--- src/rtl/feature_stream_packer_if.sv ---
// feature_stream_packer_if: output word stream of feature_stream_packer.
// Valid/ready handshake with a per-entry last marker.
interface feature_stream_packer_if #(
    parameter int BUS_W = 32
);
    logic [BUS_W-1:0] o_data;
    logic             o_valid;
    logic             o_last;
    logic             i_ready;

    modport master (
        output o_data,
        output o_valid,
        output o_last,
        input  i_ready
    );

    modport slave (
        input  o_data,
        input  o_valid,
        input  o_last,
        output i_ready
    );
endinterface

--- src/rtl/feature_stream_packer.sv ---
// feature_stream_packer: buffers CHIP feature records and serialises them
// as BUS_W words. Optional frame header/trailer: define FEAT_FRAME_MARK_EN.
module feature_stream_packer #(
    parameter int COORD_W = 10,
    parameter int SCORE_W = 8,
    parameter int DESC_W  = 256,
    parameter int BUS_W   = 32,
    parameter int DEPTH   = 8
) (
    input  logic                     i_clk,
    input  logic                     i_rst_n,
    input  logic [COORD_W-1:0]       i_coordinate_X,
    input  logic [COORD_W-1:0]       i_coordinate_Y,
    input  logic [SCORE_W-1:0]       i_score,
    input  logic [DESC_W-1:0]        i_descriptor,
    input  logic                     i_flag,
    input  logic                     i_start,
    input  logic                     i_end,
    feature_stream_packer_if.master  bus,
    output logic                     o_overflow,
    output logic [7:0]               o_drop_cnt,
    output logic [15:0]              o_feat_cnt,
    output logic [$clog2(DEPTH):0]   o_level
);

    localparam int REC_W = 2 * COORD_W + SCORE_W + DESC_W;
    localparam int WORDS = (REC_W + BUS_W - 1) / BUS_W;
    localparam int PAY_W = WORDS * BUS_W;
    localparam int ENT_W = PAY_W + 2;
    localparam int AW    = $clog2(DEPTH);
    localparam int LW    = AW + 1;
    localparam int IW    = $clog2(WORDS) + 1;

`ifdef FEAT_FRAME_MARK_EN
    localparam bit MARK_EN = 1'b1;
`else
    localparam bit MARK_EN = 1'b0;
`endif

    localparam logic [1:0] TAG_REC = 2'd0;
    localparam logic [1:0] TAG_HDR = 2'd1;
    localparam logic [1:0] TAG_TRL = 2'd2;

    typedef enum logic [1:0] {
        S_IDLE,
        S_LOAD,
        S_SEND
    } state_t;

    logic [ENT_W-1:0] mem_q [DEPTH];
    logic [AW-1:0]    wr_ptr_q;
    logic [AW-1:0]    rd_ptr_q;
    logic [LW-1:0]    level_q;
    logic [LW-1:0]    level_d;

    logic [15:0]      feat_q;
    logic [15:0]      feat_d;
    logic [15:0]      feat_base;
    logic [7:0]       drop_q;
    logic [7:0]       drop_d;
    logic [7:0]       drop_base;
    logic [8:0]       drop_sum;
    logic             ovf_q;
    logic             ovf_d;

    logic             in_frame_q;
    logic [15:0]      frame_idx_q;

    state_t           state_q;
    logic [PAY_W-1:0] pay_q;
    logic [IW-1:0]    idx_q;
    logic             valid_q;
    logic             last_q;

    logic             xfer;
    logic             pop;
    logic [LW:0]      free;
    logic [1:0]       avail;
    logic [1:0]       n_push;
    logic [1:0]       n_drop;
    logic             want_hdr;
    logic             want_trl;
    logic             acc_hdr;
    logic             acc_rec;
    logic             acc_trl;
    logic [PAY_W-1:0] rec_pay;
    logic [PAY_W-1:0] hdr_pay;
    logic [PAY_W-1:0] trl_pay;
    logic [ENT_W-1:0] ent0;
    logic [ENT_W-1:0] ent1;
    logic [ENT_W-1:0] head;
    logic [1:0]       head_tag;

    // Handshake, pop on final word, and free-slot budget for this cycle
    always_comb begin
        xfer  = valid_q & bus.i_ready;
        pop   = xfer & last_q;
        free  = (LW+1)'(DEPTH) - (LW+1)'(level_q) + (LW+1)'(pop);
        avail = (free >= (LW+1)'(2)) ? 2'd2 : free[1:0];
    end

    // Slot allocation: markers first, record takes what remains
    always_comb begin
        want_hdr = MARK_EN & i_start;
        want_trl = MARK_EN & i_end & (in_frame_q | i_start);
        acc_hdr  = want_hdr & (avail != 2'd0);
        acc_trl  = want_trl & (avail > {1'b0, acc_hdr});
        acc_rec  = i_flag &
                   (avail > ({1'b0, acc_hdr} + {1'b0, acc_trl}));
        n_push   = {1'b0, acc_hdr} + {1'b0, acc_rec} + {1'b0, acc_trl};
        n_drop   = {1'b0, i_flag & ~acc_rec}
                 + {1'b0, want_hdr & ~acc_hdr}
                 + {1'b0, want_trl & ~acc_trl};
    end

    // Frame accounting; start clears before this cycle's events
    always_comb begin
        feat_base = i_start ? 16'd0 : feat_q;
        feat_d    = feat_base;
        if (acc_rec && feat_base != 16'hFFFF) begin
            feat_d = feat_base + 16'd1;
        end
        drop_base = i_start ? 8'd0 : drop_q;
        drop_sum  = 9'(drop_base) + 9'(n_drop);
        drop_d    = drop_sum[8] ? 8'hFF : drop_sum[7:0];
        ovf_d     = (i_start ? 1'b0 : ovf_q) | (n_drop != 2'd0);
        level_d   = level_q - LW'(pop) + LW'(n_push);
    end

    // Entry payloads and in-order packing of up to two pushes
    always_comb begin
        rec_pay = PAY_W'({i_descriptor, i_score,
                          i_coordinate_Y, i_coordinate_X});
        hdr_pay = PAY_W'({16'h5EAD, frame_idx_q});
        trl_pay = PAY_W'({16'hE0D0, feat_d});
        if (acc_hdr) begin
            ent0 = {TAG_HDR, hdr_pay};
        end else if (acc_rec) begin
            ent0 = {TAG_REC, rec_pay};
        end else begin
            ent0 = {TAG_TRL, trl_pay};
        end
        if (acc_hdr && acc_rec) begin
            ent1 = {TAG_REC, rec_pay};
        end else begin
            ent1 = {TAG_TRL, trl_pay};
        end
        head     = mem_q[rd_ptr_q];
        head_tag = head[ENT_W-1 -: 2];
    end

    // Entry storage; the head stays resident until its last word leaves
    always_ff @(posedge i_clk) begin
        if (n_push != 2'd0) begin
            mem_q[wr_ptr_q] <= ent0;
        end
        if (n_push == 2'd2) begin
            mem_q[wr_ptr_q + AW'(1)] <= ent1;
        end
    end

    // FIFO pointers, occupancy and per-frame counters
    always_ff @(posedge i_clk or negedge i_rst_n) begin
        if (!i_rst_n) begin
            wr_ptr_q <= '0;
            rd_ptr_q <= '0;
            level_q  <= '0;
            feat_q   <= '0;
            drop_q   <= '0;
            ovf_q    <= 1'b0;
        end else begin
            wr_ptr_q <= wr_ptr_q + AW'(n_push);
            rd_ptr_q <= rd_ptr_q + AW'(pop);
            level_q  <= level_d;
            feat_q   <= feat_d;
            drop_q   <= drop_d;
            ovf_q    <= ovf_d;
        end
    end

    // Frame tracking: open frame flag and wrapping header index
    always_ff @(posedge i_clk or negedge i_rst_n) begin
        if (!i_rst_n) begin
            in_frame_q  <= 1'b0;
            frame_idx_q <= '0;
        end else begin
            if (i_start) begin
                frame_idx_q <= frame_idx_q + 16'd1;
            end
            if (i_end) begin
                in_frame_q <= 1'b0;
            end else if (i_start) begin
                in_frame_q <= 1'b1;
            end
        end
    end

    // Serializer: IDLE -> LOAD (capture head) -> SEND (word per transfer)
    always_ff @(posedge i_clk or negedge i_rst_n) begin
        if (!i_rst_n) begin
            state_q <= S_IDLE;
            pay_q   <= '0;
            idx_q   <= '0;
            valid_q <= 1'b0;
            last_q  <= 1'b0;
        end else begin
            unique case (state_q)
                S_IDLE: begin
                    if (level_q != '0) begin
                        state_q <= S_LOAD;
                    end
                end
                S_LOAD: begin
                    pay_q   <= head[PAY_W-1:0];
                    idx_q   <= '0;
                    valid_q <= 1'b1;
                    last_q  <= (head_tag != TAG_REC) || (WORDS == 1);
                    state_q <= S_SEND;
                end
                S_SEND: begin
                    if (xfer) begin
                        if (last_q) begin
                            valid_q <= 1'b0;
                            last_q  <= 1'b0;
                            state_q <= (level_d != '0) ? S_LOAD : S_IDLE;
                        end else begin
                            idx_q  <= idx_q + 1'b1;
                            pay_q  <= pay_q >> BUS_W;
                            last_q <= (idx_q + 1'b1 == IW'(WORDS - 1));
                        end
                    end
                end
                default: begin
                    state_q <= S_IDLE;
                end
            endcase
        end
    end

    assign bus.o_data  = pay_q[BUS_W-1:0];
    assign bus.o_valid = valid_q;
    assign bus.o_last  = last_q;
    assign o_level     = level_q;
    assign o_feat_cnt  = feat_q;
    assign o_drop_cnt  = drop_q;
    assign o_overflow  = ovf_q;

endmodule
--- src/flat_wrapper.sv ---
// flat-port wrapper written by rule: the top's interface ports become plain ports
module feature_stream_packer_flat 
#(
    parameter int COORD_W = 10,
    parameter int SCORE_W = 8,
    parameter int DESC_W  = 256,
    parameter int BUS_W   = 32,
    parameter int DEPTH   = 8
)
  (i_clk, i_rst_n, i_coordinate_X, i_coordinate_Y, i_score, i_descriptor, i_flag, i_start, i_end, o_overflow, o_drop_cnt, o_feat_cnt, o_level, bus_o_data, bus_o_valid, bus_o_last, bus_i_ready);
  feature_stream_packer_if #(.BUS_W(BUS_W)) bus_i ();
  input  logic i_clk;
  input  logic i_rst_n;
  input  logic [COORD_W-1:0] i_coordinate_X;
  input  logic [COORD_W-1:0] i_coordinate_Y;
  input  logic [SCORE_W-1:0] i_score;
  input  logic [DESC_W-1:0] i_descriptor;
  input  logic i_flag;
  input  logic i_start;
  input  logic i_end;
  output logic o_overflow;
  output logic [7:0] o_drop_cnt;
  output logic [15:0] o_feat_cnt;
  output logic [$clog2(DEPTH):0] o_level;
  output wire logic [$bits(bus_i.o_data)-1:0] bus_o_data;
  output wire logic [$bits(bus_i.o_valid)-1:0] bus_o_valid;
  output wire logic [$bits(bus_i.o_last)-1:0] bus_o_last;
  input wire logic [$bits(bus_i.i_ready)-1:0] bus_i_ready;
  assign bus_o_data = bus_i.o_data;
  assign bus_o_valid = bus_i.o_valid;
  assign bus_o_last = bus_i.o_last;
  assign bus_i.i_ready = bus_i_ready;
  feature_stream_packer #(.COORD_W(COORD_W), .SCORE_W(SCORE_W), .DESC_W(DESC_W), .BUS_W(BUS_W), .DEPTH(DEPTH)) u_core (.i_clk(i_clk), .i_rst_n(i_rst_n), .i_coordinate_X(i_coordinate_X), .i_coordinate_Y(i_coordinate_Y), .i_score(i_score), .i_descriptor(i_descriptor), .i_flag(i_flag), .i_start(i_start), .i_end(i_end), .bus(bus_i), .o_overflow(o_overflow), .o_drop_cnt(o_drop_cnt), .o_feat_cnt(o_feat_cnt), .o_level(o_level));
endmodule
--- config.mk ---
export PLATFORM = sky130hd
export DESIGN_NAME = feature_stream_packer_flat
export DESIGN_NICKNAME = d
export VERILOG_FILES = /design/src/rtl/feature_stream_packer_if.sv /design/src/rtl/feature_stream_packer.sv /design/src/flat_wrapper.sv
export SDC_FILE = /design/constraint.sdc
export NUM_CORES = 2
export LEC_CHECK = 0
export CELL_PAD_IN_SITES_DETAIL_PLACEMENT = 1
export CELL_PAD_IN_SITES_GLOBAL_PLACEMENT = 1
export CORE_ASPECT_RATIO = 0.6
export CORE_MARGIN = 2
export CORE_UTILIZATION = 55
export DETAILED_ROUTE_END_ITERATION = 10
export GPL_ROUTABILITY_DRIVEN = 0
export GPL_TIMING_DRIVEN = 0
export PLACE_DENSITY_LB_ADDON = 0.1
export RECOVER_POWER = 25
export SYNTH_ARGS = -nofsm -noshare
export SYNTH_HDL_FRONTEND = slang
export SYNTH_SLANG_ARGS = --single-unit
--- constraint.sdc ---
create_clock -name i_clk -period 49 [get_ports i_clk]
set_input_delay 7.35 -clock i_clk [delete_from_list [all_inputs] [get_ports i_clk]]
set_output_delay 7.35 -clock i_clk [all_outputs]
set_load 0.02 [all_outputs]
== Word level (Yosys, flattened, before mapping) ==
Memory sizes are Yosys's and may differ from the RTL's.
Cells that the tools add are included.
Storage, ports and cells
  output and inout port bits: 63
  bits in writable memories: 2320
  memories kept: 1
  logic and storage cells: 73
  flip-flop bits (word level): 332
Memories
  u_core.mem_q: words 8, bits a word 290, rd ports 1, clocked after memory_dff 0, wr ports 1, RTL line feature_stream_packer.sv:50  | logic [ENT_W-1:0] mem_q [DEPTH];
Cells by class
  equal/unequal tests: 8
  add/subtract/negate cells: 9
  bitwise operators: 6
  order comparisons: 2
  multiplexer cells: 26
  reduce and logical (&&, ||, !) cells: 10
Operator list (count)
  $mux 288: 2
  $pmux 288 s2: 1
  $mux 290: 1
  $mux 16: 2
  $add 16x1->16 const B: 1
  $mux 8: 2
  $ne 16x16->1 const B: 1
  $mux 5: 2
  $pmux 5 s2: 1
  $add 8x1->9: 1
  $reduce_and 3->1: 3
  $mux 1: 8
  $mux 2: 4
  $reduce_bool 4->1: 2
  $add 3x1->3: 2
  $ne 2x1->1 const B: 3
  $pmux 2 s3: 1
  $add 5x1->5: 1
  $add 5x1->5 const B: 1
  $eq 5x4->1 const B: 1
  $ge 5x2->1 const B: 1
  $sub 4x4->5 const A: 1
  $add 4x1->4: 1
  $and 1x1->1: 4
  12 further kinds: 14

== Logic depth before layout (Yosys ltp) ==
  depth after elaboration: 13
  gate-level depth with buffers: 13
  mapped depth without buffers: 13

== Worst setup path after synthesis ==
Ideal clock, no wire load.
  path type: input -> register
  from: input bus_i_ready
  to: memory u_core.mem_q[4][0] (netlist bit), enable pin
  stages on the path: 11
  setup slack: 9791 ps
  data arrival time: 37481 ps
  path buffers: 2
  path through: nand3_1 ha_1 inv_1 ha_1 xnor2_1 o21ai_0 nand2_1 buf_2 inv_1 buf_2 nor4b_1
On the way
  longest elaborated chain between the ends: 9
Ends and longest elaborated chain
  start: declaration: RTL line flat_wrapper.sv:28  | input wire logic [$bits(bus_i.i_ready)-1:0] bus_i_ready;
  $and 1x1->1 (*): RTL line feature_stream_packer.sv:96  | xfer = valid_q & bus.i_ready;
  $and 1x1->1 (*): RTL line feature_stream_packer.sv:97  | pop = xfer & last_q;
  $add 5x1->5 (*): RTL line feature_stream_packer.sv:98  | free = (LW+1)'(DEPTH) - (LW+1)'(level_q) + (LW+1)'(pop);
  $ge 5x2->1: RTL line feature_stream_packer.sv:99  | avail = (free >= (LW+1)'(2)) ? 2'd2 : free[1:0];
  $mux 2 (*): RTL line feature_stream_packer.sv:99
  $gt 2x1->1 (*)
  $and 1x1->1 (*): RTL line feature_stream_packer.sv:108  | acc_rec = i_flag &
  $mux 1 (*): RTL line feature_stream_packer.sv:154  | if (n_push != 2'd0) begin
  $mux 1 (implied by the code) (*): RTL line feature_stream_packer.sv:155  | mem_q[wr_ptr_q] <= ent0;
  end: declaration: RTL line feature_stream_packer.sv:50
Every way passes the cells marked *; elsewhere a longest branch is shown, timed or not.

==> metrics.yaml <==
run_status:
  result_of_the_run: "finished, violations left"
  violations: "max-capacitance violations, max-slew violations"
final_layout:
  layout.nets: 6102
  fillerInstances: 14873
  mostFrequentLayoutCell: "sky130_fd_sc_hd__edfxtp_1"
  final_cell_mix: "sky130_fd_sc_hd__edfxtp_1 (2,280), sky130_fd_sc_hd__mux4_2 (570), sky130_fd_sc_hd__dfrtp_1 (328), sky130_fd_sc_hd__o21ai_0 (293), sky130_fd_sc_hd__mux2i_1 (288)"
  fin_util_pct: 65.0
  area_delta_synth_final_pct: 17.3
  drive_gt1_share_pct: 22.4
clock_network:
  cts.clk_slew.worst_paths_ns: 0.06
  post_cts_resized: 0
  clkSinkCount: 2608
  root_cell_of_the_clock_tree: "sky130_fd_sc_hd__clkbuf_16"
  cts-hold-fix-buffers: 0
  tritoncts_clock_tree: "done"
  clk-insertion-delay-late_ns: 0.89
  cts_buffer_depth: 4
  cts_setup_buffers: 0
  tritoncts.num_buffers: 233
  h_tree_lvls: 4
logic_synthesis:
  yosys.area.top_type: "sky130_fd_sc_hd__edfxtp_1"
  fraction_of_the_yosys_area_taken_by_sequential_cells_pct: 76.2
  netlist-cell-type-count: 52
  yosys_warnings: 0
  netlist_area_um2: 101000
  async_flop_share_pct: 12.6
  synth-main-ff-cell: "sky130_fd_sc_hd__edfxtp_1"
  synthesis.instances: 4868
  syn_area_per_cell_um2: 20.7
  synth-edff-count: 2280
  syn-num-nets: 5180
  synth_top_cells_by_area: "sky130_fd_sc_hd__edfxtp_1 (68%), sky130_fd_sc_hd__mux4_2 (13%), sky130_fd_sc_hd__dfrtp_1 (8.2%), sky130_fd_sc_hd__mux2i_1 (2.9%), sky130_fd_sc_hd__a22oi_1 (1.9%)"
  synth_largest_type_area_fraction_pct: 68.1
  synth-seq-cells: 2608
worst_setup_path:
  critPathLaunchType: "primary input"
  critical_path.max_stage_delay_ns: 4.15
  critical-path-top-delay-family: "buffers and inverters"
  end_kind: "asynchronous set/reset pin"
  timing.critical_path.mode_cell: "sky130_fd_sc_hd__clkbuf_1"
  cp_data_arrival_time_ns: 17.21
  cp.buffers_inverters: 3
  timing.critical_path.fanout_max: 101
  critical_path_required_ns: 48.58
  slowest_stage: "sky130_fd_sc_hd__clkbuf_1"
  crit_chain: "clkbuf_1 -> clkbuf_1 -> clkbuf_1"
  setup.worst_path.class: "primary input to asynchronous set/reset pin"
run:
  max_cap_viol_count: 8
power_and_ir_drop:
  net-switching-power_mw: 2.86
  power_per_cell_area_nw_per_um2: 68.7
  switching_share_of_power_pct: 35.2
  power.internal_mw: 5.25
  pwr-share-comb_pct: 34.9
  static-leakage-power_nw: 40.3
  max-vdd-ir-drop_mv: 0.0397
  power_frac_seq_pct: 42.7
  power.clock.fraction_pct: 22.4
route:
  wl_per_cell_um: 34.3
  detail_route.first_pass.iterations: 8
  via_count: 53909
  vias_per_cell: 6.42
  wl_um: 288000
  detail_route.drc_violations: 0
  detail-route-antenna-nets: 0
  drtIter0Drc: 7073
sta:
  finalMaxSlewViolations: 379
  period_minus_slack_ns: 17.62
  setup_violations: 0
  hold_violations: 0
  setup_tns_ns: 0
  worst_slew_pin_slew_ns: 6.44
  fmax_mhz: 56.8
  relSlewSlack_pct: -329
  clock-skew-final_ns: 0.0493
  grt_setup_unrepaired: "false"
  fin_crit_sh_pct: 36.0
placed_design:
  numPortBuffers: 351
  hpwl_after_detailed_placement_um: 204000
die:
  core_um2: 182000
  design.portCount: 353
  initial_utilization_pct: 55.4
  floorplan.die.width_um: 556
  die_h_um: 335
  die_area_um2: 186000
  std_cell_rows: 121
grt:
  grt_max_degree: 109
  grt_pass1_wl_um: 412000
  grt_residual_overflow: 0
  grt_pass1_vias: 56090
  antenna_found_initial: 23
  gr-usage-all-layers_pct: 31.2
worst_hold_path:
  min_path_type: "flop to flop"
worst reg2reg max path, stage by stage, from the launching register on:
cell and delay (ns):
sky130_fd_sc_hd__dfrtp_1 0.58, sky130_fd_sc_hd__nand3_1 0.23, sky130_fd_sc_hd__inv_1 0.30, sky130_fd_sc_hd__ha_1 0.34, sky130_fd_sc_hd__nand2b_1 0.11, sky130_fd_sc_hd__o21ai_0 0.09, sky130_fd_sc_hd__nand2_1 0.09, sky130_fd_sc_hd__clkbuf_1 0.86
sky130_fd_sc_hd__inv_1 0.21, sky130_fd_sc_hd__clkbuf_1 0.37, sky130_fd_sc_hd__nor4b_1 0.80, sky130_fd_sc_hd__clkbuf_1 0.45, sky130_fd_sc_hd__clkbuf_1 0.45, sky130_fd_sc_hd__buf_4 0.28, sky130_fd_sc_hd__buf_6 0.17, sky130_fd_sc_hd__buf_4 0.20
sky130_fd_sc_hd__buf_4 0.22, sky130_fd_sc_hd__buf_4 0.21, sky130_fd_sc_hd__buf_4 0.19, sky130_fd_sc_hd__buf_4 0.20, sky130_fd_sc_hd__buf_4 0.21, sky130_fd_sc_hd__buf_4 0.20, sky130_fd_sc_hd__buf_4 0.18
cells in the mapped netlist, types with 2 or more instances:
cell type,instances
sky130_fd_sc_hd__a21oi_1,6
sky130_fd_sc_hd__a22oi_1,252
sky130_fd_sc_hd__and2_1,262
sky130_fd_sc_hd__and2b_1,2
sky130_fd_sc_hd__and3_1,9
sky130_fd_sc_hd__buf_1,62
sky130_fd_sc_hd__buf_2,59
sky130_fd_sc_hd__buf_4,50
sky130_fd_sc_hd__clkbuf_1,152
sky130_fd_sc_hd__dfrtp_1,328
sky130_fd_sc_hd__edfxtp_1,2280
sky130_fd_sc_hd__ha_1,21
sky130_fd_sc_hd__inv_1,16
sky130_fd_sc_hd__mux2_1,2
sky130_fd_sc_hd__mux2_2,6
sky130_fd_sc_hd__mux2i_1,288
sky130_fd_sc_hd__mux4_2,570
sky130_fd_sc_hd__nand2_1,79
sky130_fd_sc_hd__nand2b_1,11
sky130_fd_sc_hd__nand3_1,18
sky130_fd_sc_hd__nand3b_1,3
sky130_fd_sc_hd__nand4_1,3
sky130_fd_sc_hd__nand4b_1,4
sky130_fd_sc_hd__nor2_1,13
sky130_fd_sc_hd__nor2b_1,14
sky130_fd_sc_hd__nor3_1,6
sky130_fd_sc_hd__nor3b_1,4
sky130_fd_sc_hd__nor4_1,2
sky130_fd_sc_hd__nor4b_1,2
sky130_fd_sc_hd__o21a_1,2
sky130_fd_sc_hd__o21ai_0,117
sky130_fd_sc_hd__o21ai_1,184
sky130_fd_sc_hd__o31ai_1,2
sky130_fd_sc_hd__or2_2,2
sky130_fd_sc_hd__xnor2_1,11
sky130_fd_sc_hd__xor2_1,10
power groups by stage:
stage | combinational [mW] | sequential [mW] | clock, mW
floorplan | 1.67 | 3.67 | 0
global placement | 2.56 | 4.21 | 0
detailed placement | 2.84 | 3.48 | 0
CTS | 2.87 | 3.45 | 1.83
global route | 3.00 | 3.49 | 1.91
finish | 2.83 | 3.46 | 1.81
registers in the layout, summed over array words and instances, names as in the netlist, 3 cells and up:
name,count
u_core.o_feat_cnt,16
u_core.o_level,4
u_core.idx_q,5
u_core.rd_ptr_q,3
u_core.wr_ptr_q,3
u_core.mem_q,2280
u_core.o_drop_cnt,8
u_core.pay_q,284
worst paths after layout:
path                                                     from                              to  slack [ns]  depth (start not counted)
worst max-delay path                                  i_rst_n   u_core.pay_q[138]$_DFFE_PN0P_       31.38                          3
worst min-delay path              u_core.o_overflow$_DFF_PN0_     u_core.o_overflow$_DFF_PN0_        0.48                          1
worst max register to register  u_core.bus.o_last$_DFFE_PN0P_  u_core.mem_q[4][179]$_DFFE_PP_       41.76                         22
worst min register to register    u_core.o_overflow$_DFF_PN0_     u_core.o_overflow$_DFF_PN0_        0.48                          1
max in group i_clk                                bus_i_ready  u_core.mem_q[4][179]$_DFFE_PP_       35.28                         23
min in group asynchronous                             i_rst_n  u_core.o_feat_cnt[3]$_DFF_PN0_        7.44                          1
routing by layer:
layer  GRT usage [%]  wire (um)
met4            7.34       6730
met3            7.93      30500
met2            45.9     130000
met1            47.4     120000
met5               0         22
per-stage QoR:
step | total power, mW | hold slack [ns] | instance area [um^2] | cells | setup WS [ns]
after floorplan | 5.34 | 0.456 | 101000 | 4868 | 9.79
after global placement | 6.77 | 0.470 | 107000 | 7617 | -24.08
after detailed placement | 6.32 | 0.474 | 111000 | 7953 | 35.17
after CTS | 8.15 | 0.489 | 118000 | 8384 | 36.06
after global routing | 8.40 | 0.524 | 118000 | 8385 | 29.76
final | 8.11 | 0.475 | 118000 | 8394 | 31.38
layout make-up:
class | count | area [um^2] | share of cell area (%)
Clock buffer | 325 | 6490 | 5.51
Antenna cell | 10 | 25.0 | 0.0212
Sequential cell | 2608 | 76700 | 65.0
Timing Repair Buffer | 687 | 6900 | 5.85
Buffer | 323 | 1460 | 1.24
Multi-Input combinational cell | 1921 | 22400 | 19.0
Clock inverter | 106 | 913 | 0.774
Tap cell | 2398 | 3000 | 2.54
Inverter | 16 | 60.1 | 0.0509
kinds of logic after synthesis:
| group | after synthesis | share of synthesized area (%) |
|---|---|---|
| adders and majority gates | 22 | 0.281 |
| DFF | 2608 | 76.2 |
| buffers and inverters | 339 | 1.53 |
| and+or+nand+nor | 441 | 2.55 |
| AOI/OAI and AO/OA | 571 | 3.50 |
| muxes | 866 | 15.7 |
| xor gates and xnor gates | 21 | 0.183 |
Note: power is estimated with default switching activity, not from simulation.
